$ cat config.mk
export PLATFORM = sky130hd
export DESIGN_NAME = arb_rr8
export DESIGN_NICKNAME = d
export VERILOG_FILES = /design/src/rtl/arb_rr8.sv
export SDC_FILE = /design/constraint.sdc
export NUM_CORES = 1
export LEC_CHECK = 0
export CORE_ASPECT_RATIO = 1.4
export CORE_MARGIN = 2
export CORE_UTILIZATION = 45
export CTS_CLUSTER_SIZE = 8
export DETAILED_ROUTE_END_ITERATION = 12
export PLACE_DENSITY = 0.66
export SLEW_MARGIN = 10
export SYNTH_ARGS = -nofsm -noshare
export SYNTH_HDL_FRONTEND = slang
export SYNTH_SLANG_ARGS = --single-unit
$ cat constraint.sdc
create_clock -name clk -period 8 [get_ports clk]
set_input_delay 1.6 -clock clk [delete_from_list [all_inputs] [get_ports clk]]
set_output_delay 1.6 -clock clk [all_outputs]
set_load 0.02 [all_outputs]
$ cat src/rtl/arb_rr8.sv
// Eight-way round-robin arbiter with a registered one-hot grant.
// Defining ARB_RR8_TIMEOUT_EN adds a hold counter that forces a grant to be released after HOLD_MAX cycles.
module arb_rr8 #(
  parameter int unsigned HOLD_MAX = 16
) (
  input  logic       clk,
  input  logic       rst_n,
  input  logic [7:0] req,
  input  logic       done,
  output logic [7:0] gnt,
  output logic [2:0] gnt_idx,
  output logic       gnt_valid,
  output logic       timeout
);

  // Handshake: a grant is live exactly while gnt_valid=1 (gnt_valid mirrors state==GRANT).
  // It ends on the edge where the grantee drops its req bit or pulses done.
  typedef enum logic {IDLE = 1'b0, GRANT = 1'b1} state_t;

  if (HOLD_MAX < 2 || HOLD_MAX > 255) begin : g_bad_hold
    $error("arb_rr8: HOLD_MAX must be in 2..255");
  end

  state_t     state, state_nx;
  logic [2:0] ptr, ptr_nx;
  logic [2:0] idx_nx;
  logic [7:0] gnt_nx;
  logic       valid_nx, timeout_nx;
  logic [2:0] pick, cand;
  logic       pick_any;
  logic       release_now, forced;

`ifdef ARB_RR8_TIMEOUT_EN
  logic [7:0] hold_cnt, hold_nx;
  // hold_cnt is 0 during the first GRANT cycle, so HOLD_MAX-1 marks the last allowed one.
  assign forced = (hold_cnt == 8'(HOLD_MAX - 1)) && !release_now;
`else
  assign forced = 1'b0;
`endif

  assign release_now = done || !req[gnt_idx];

  // The lowest offset from ptr wins, so scan from the far end and let nearer hits overwrite.
  always_comb begin
    pick_any = 1'b0;
    pick     = ptr;
    cand     = ptr;
    for (int k = 7; k >= 0; k--) begin
      cand = ptr + 3'(k);
      if (req[cand]) begin
        pick_any = 1'b1;
        pick     = cand;
      end
    end
  end

  always_ff @(posedge clk or negedge rst_n) begin
    if (!rst_n) begin
      state     <= IDLE;
      ptr       <= 3'd0;
      gnt       <= 8'h00;
      gnt_idx   <= 3'd0;
      gnt_valid <= 1'b0;
      timeout   <= 1'b0;
`ifdef ARB_RR8_TIMEOUT_EN
      hold_cnt  <= 8'd0;
`endif
    end else begin
      state     <= state_nx;
      ptr       <= ptr_nx;
      gnt       <= gnt_nx;
      gnt_idx   <= idx_nx;
      gnt_valid <= valid_nx;
      timeout   <= timeout_nx;
`ifdef ARB_RR8_TIMEOUT_EN
      hold_cnt  <= hold_nx;
`endif
    end
  end

  always_comb begin
    state_nx = state;
    case (state)
      IDLE:    if (pick_any) state_nx = GRANT;
      GRANT:   if (release_now || forced) state_nx = IDLE;
      default: state_nx = IDLE;
    endcase
  end

  // Next values of the registered outputs; done is ignored while idle.
  always_comb begin
    gnt_nx     = gnt;
    idx_nx     = gnt_idx;
    valid_nx   = gnt_valid;
    timeout_nx = 1'b0;
    ptr_nx     = ptr;
`ifdef ARB_RR8_TIMEOUT_EN
    hold_nx    = hold_cnt;
`endif
    case (state)
      IDLE: begin
        if (pick_any) begin
          idx_nx   = pick;
          gnt_nx   = 8'd1 << pick;
          valid_nx = 1'b1;
`ifdef ARB_RR8_TIMEOUT_EN
          hold_nx  = 8'd0;
`endif
        end else begin
          gnt_nx   = 8'h00;
          valid_nx = 1'b0;
        end
      end
      GRANT: begin
        if (release_now || forced) begin
          gnt_nx     = 8'h00;
          valid_nx   = 1'b0;
          ptr_nx     = gnt_idx + 3'd1;
          timeout_nx = forced;
        end else begin
`ifdef ARB_RR8_TIMEOUT_EN
          hold_nx = hold_cnt + 8'd1;
`endif
        end
      end
      default: begin
        gnt_nx   = 8'h00;
        valid_nx = 1'b0;
      end
    endcase
  end

endmodule

Word-level counts from Yosys, hierarchy flattened

Index checks and enable logic that the tools add are counted.
Widths: inputs -> output; s select.

Add/subtract/negate cells: 8
Order comparisons: 9
Equality and inequality tests: 1
Shift operators: 1
Muxes and demuxes: 42
Bitwise logic cells: 1
Reduce and logical (&&, ||, !) cells: 4

Operators with widths:

| kind                | count |
|---|---|
| $lt 3x4->1 const B  | 9 |
| $bmux 1 s3          | 9 |
| $mux 3              | 8 |
| $mux 1              | 20 |
| $mux 8              | 2 |
| $pmux 8 s2          | 1 |
| $add 3x3->3 const B | 4 |
| $shl 1x3->8 const A | 1 |
| $add 3x1->3 const B | 2 |
| $add 3x2->3 const B | 2 |
| $pmux 1 s2          | 2 |
| $reduce_and 2->1    | 2 |
| $ne 2x1->1 const B  | 1 |
| $logic_not 1->1     | 1 |
| $logic_or 1x1->1    | 1 |
| $not 1->1           | 1 |

Register bits: 16
Input port bits: 11
Output and inout bits: 13

Longest topological paths before layout

Word-level depth: 14
Depth in mapped cells: 12
Gate-level depth less buffers: 9

Worst setup path before layout

No wires, ideal clock.

Path kind: input-to-reg
Start: in req[5]
End: reg gnt_idx[1]
Arrival time: 3.475 ns
Data required time: 7.875 ns
Path slack: 4.400 ns
Stages: 6
Buffers on the path: 0
Cell sequence: mux4_2 -> mux2_4 -> or3_1 -> a311o_1 -> and3_4 -> mux2_4

Longest elaborated chain between the ends: 11

Ends and longest elaborated chain:

| element                      | RTL line | RTL |
|---|---|---|
| start, declared              | 8        | `input logic [7:0] req,` |
| $bmux 1 s3                   | 50       | `if (req[cand]) begin` |
| $mux 1 (implied by the code) | 50       |  |
| $mux 1 (8 in a row)          | 50       |  |
| $reduce_and 2->1 (no line)   | n/a      |  |
| end signal, assigned         | 72       | `gnt_idx <= idx_nx;` |
| end, declared                | 11       | `output logic [2:0] gnt_idx,` |

Parallel ways exist; a longest one is shown, timed or not. The select of a mux whose other input is x is not followed.
A chain may end at the register's enable or synchronous reset.

Final worst setup path

Start: reg ptr[0]
End: reg gnt_idx[1]

Longest elaborated chain between the ends: 12

Ends and longest elaborated chain:

| element                      | RTL line | RTL |
|---|---|---|
| start, declared              | 25       | `logic [2:0] ptr, ptr_nx;` |
| start signal, assigned       | 70       | `ptr <= ptr_nx;` |
| $add 3x3->3                  | 49       | `cand = ptr + 3'(k);` |
| $bmux 1 s3                   | 50       |  |
| $mux 1 (implied by the code) | 50       |  |
| $mux 1 (8 in a row)          | 50       |  |
| $reduce_and 2->1 (no line)   | n/a      |  |

Parallel ways exist; a longest one is shown, timed or not. The select of a mux whose other input is x is not followed.

==> out/metrics.yaml <==
outcome: "completed"
cts_buffers: 3
synth_ff_type: "dfrtp_1"
insertion_delay_ps: 250
dr.pass1.iters: 4
synth_area_leader_cell: "dfrtp_1"
via_per_inst: 6.32
final-hold-violation-count: 0
nets: 216
ys_top_cells_by_area: "dfrtp_1 (23%), mux4_2 (11%), nand2_1 (6.6%), mux2_2 (5.7%), mux2i_1 (4.0%)"
clock-sinks: 16
final_cell_mix: "nand2_1 (31), clkdlybuf4s50_1 (22), dfrtp_1 (16)"
filler_cell_count: 393
areaGrowthSynthToFinish_pct: 14.3
period_share: 0.532
track_usage: 0.219
drv_slew: 0
die_width_um: 57.0
synthDistinctLibCells: 59
critPathCaptureType: "register"
synth-seq-area-share: 0.226
synthArstFlopShare: 1.00
hpwl_um: 3550
rows: 27
syn-cell-area_um2: 1770
htreeDepth: 1
synthCells: 186
num_io_pins: 24
io_buffers: 22
instances_no_fill: 244
fp.coreArea_um2: 3850
finalCriticalPeriod_ps: 4250
finalClockSkew_ps: 3.44
worst_path_max_delay_cell: "dfrtp_1"
dp_worst_setup_slack_ps: 3580
cts_resized: 0
post-cts-setup-buffer-count: 0
antenna_found_initial: 0
synth-edff-count: 0
clk_path_buf_depth: 2
max_cap_violations: 0
drt_iter0_markers: 54
die_h_um: 78.2
cts_tree: "built"
criticalPathCategory: "register to register"
start_util: 0.460
max_stage_delay_ps: 980
drcViolationCount: 0
die_area_um2: 4460
wl_per_cell_um: 18.8
ff2ff_setup_slack_ps: 3750
crit_start: "ptr[0]"
max_freq_ghz: 0.235
holdBufCountCts: 0
path_cells: "inv_1 -> ha_1 -> mux2_2 -> nor3b_1 -> a211oi_1 -> or3_1 -> a311o_1 -> and3_4 -> mux2_4"
synth_area_per_cell_um2: 9.52
synth_warnings: 0
hp-class: "register to register"
grt_pass1_wl_um: 7780
layout_commonest_cell: "nand2_1"
synth_nets: 200
grt-ovfl-total: 0
place_congestion: 0.955
layout-drive-gt1-share: 0.174
dr_total_vias: 1543
min_from: "gnt[2]"
ctsRootBufferMaster: "clkbuf_8"
rr_endpoint: "gnt_idx[1]"
endpoint: "gnt_idx[1]"
grt_pass1_vias: 1599
setup_viol: 0
worstSetupStartpointType: "register"
cp_max_fo: 22
tightestPinTransition_ps: 982
rsz0062_at_grt: "false"
worst_ep_arrival_time_ps: 4390
synth_top_area_frac: 0.226
r2r-start: "ptr[0]"
cp_data_required_time_ps: 8130
ff2ff_path_depth: 9
drt-total-wl_um: 4580
finalSetupTns_ps: 0
ys_seq_elements: 16
ant_nets: 0
placed_cells: 240
clk_pin_slew_ps: 60
grt_max_degree: 23
layout_setup_ws_ps: 3750
diodes: 0
slew_headroom: 0.341
-- synth_stat cells, drive strengths merged, types with 2 or more instances --
cell type / count
nand2b: 4
mux2i: 7
o22a: 3
nand3: 3
nand2: 33
and3: 2
xnor2: 3
mux2: 12
dfrtp: 16
mux4: 11
or3: 3
o31ai: 9
nor3: 5
a21oi: 6
a211o: 3
o21ai: 7
clkbuf: 3
buf: 8
inv: 7
ha: 3
and2: 2
xor2: 2
nor2: 10
-- area by class of cell --
| class | count | area [um2] | area share |
|---|---|---|---|
| Inverter | 7 | 26.3 | 0.0130 |
| Multi-Input combinational cell | 152 | 1270 | 0.627 |
| Timing Repair Buffer | 22 | 220 | 0.109 |
| Sequential cell | 16 | 400 | 0.198 |
| Tap cell | 43 | 53.8 | 0.0266 |
| Clock buffer | 4 | 55.1 | 0.0272 |
-- registers in the layout (all words and copies together), names as in the netlist --
signal,count
gnt,8
ptr,3
gnt_valid,1
state,1
gnt_idx,3
-- metal layers --
layer / global-route usage / vias to the layer above / share of wire
li1: - / 731 / -
met1: 0.276 / 773 / 0.42
met2: 0.391 / 35 / 0.54
met3: 0.0214 / 4 / 0.032
met4: 0.0651 / 0 / 0.0083
met5: 0 / - / 0
-- how the worst min path moves through the flow --
stage	end	slack, ps	cells after the start
floorplan	gnt[0]	590	2
global placement	gnt_valid	460	1
detailed placement	gnt[4]	470	2
CTS	gnt[2]	490	2
global route	gnt_valid	500	1
finish	gnt[2]	480	2
-- kinds of logic (layout without fill, tap and decap cells) --
| group | Yosys count | after routing | share of synthesized area |
|---|---|---|---|
| simple gates | 67 | 67 | 0.184 |
| compound gates | 46 | 46 | 0.213 |
| mux | 30 | 30 | 0.266 |
| buf+inv | 18 | 33 | 0.0572 |
| flops | 16 | 16 | 0.226 |
| xor+xnor | 5 | 5 | 0.0290 |
| fa+ha+maj | 3 | 3 | 0.0212 |
| other cells | 1 | 1 | 0.00212 |
-- through the flow --
stage	hold WS (ps)	util	cell area, um2
after floorplan	593	-	1770
after global routing	505	0.526	2020
after detailed placement	471	0.511	1970
final	485	0.526	2020
after global placement	464	0.511	1970
after CTS	485	0.526	2020
-- critical path: cells and delay by family, from the launching register on --
family	cells	cell delay [ps]
and+or+nand+nor	3	1050
DFF	1	980
muxes	2	680
AOI/OAI and AO/OA	2	510
buffers and inverters	1	230
adders and majority gates	1	700
Power is left out: the tool's default activity adds up to more than one toggle a clock period on the data nets, which glitch-free logic cannot reach.
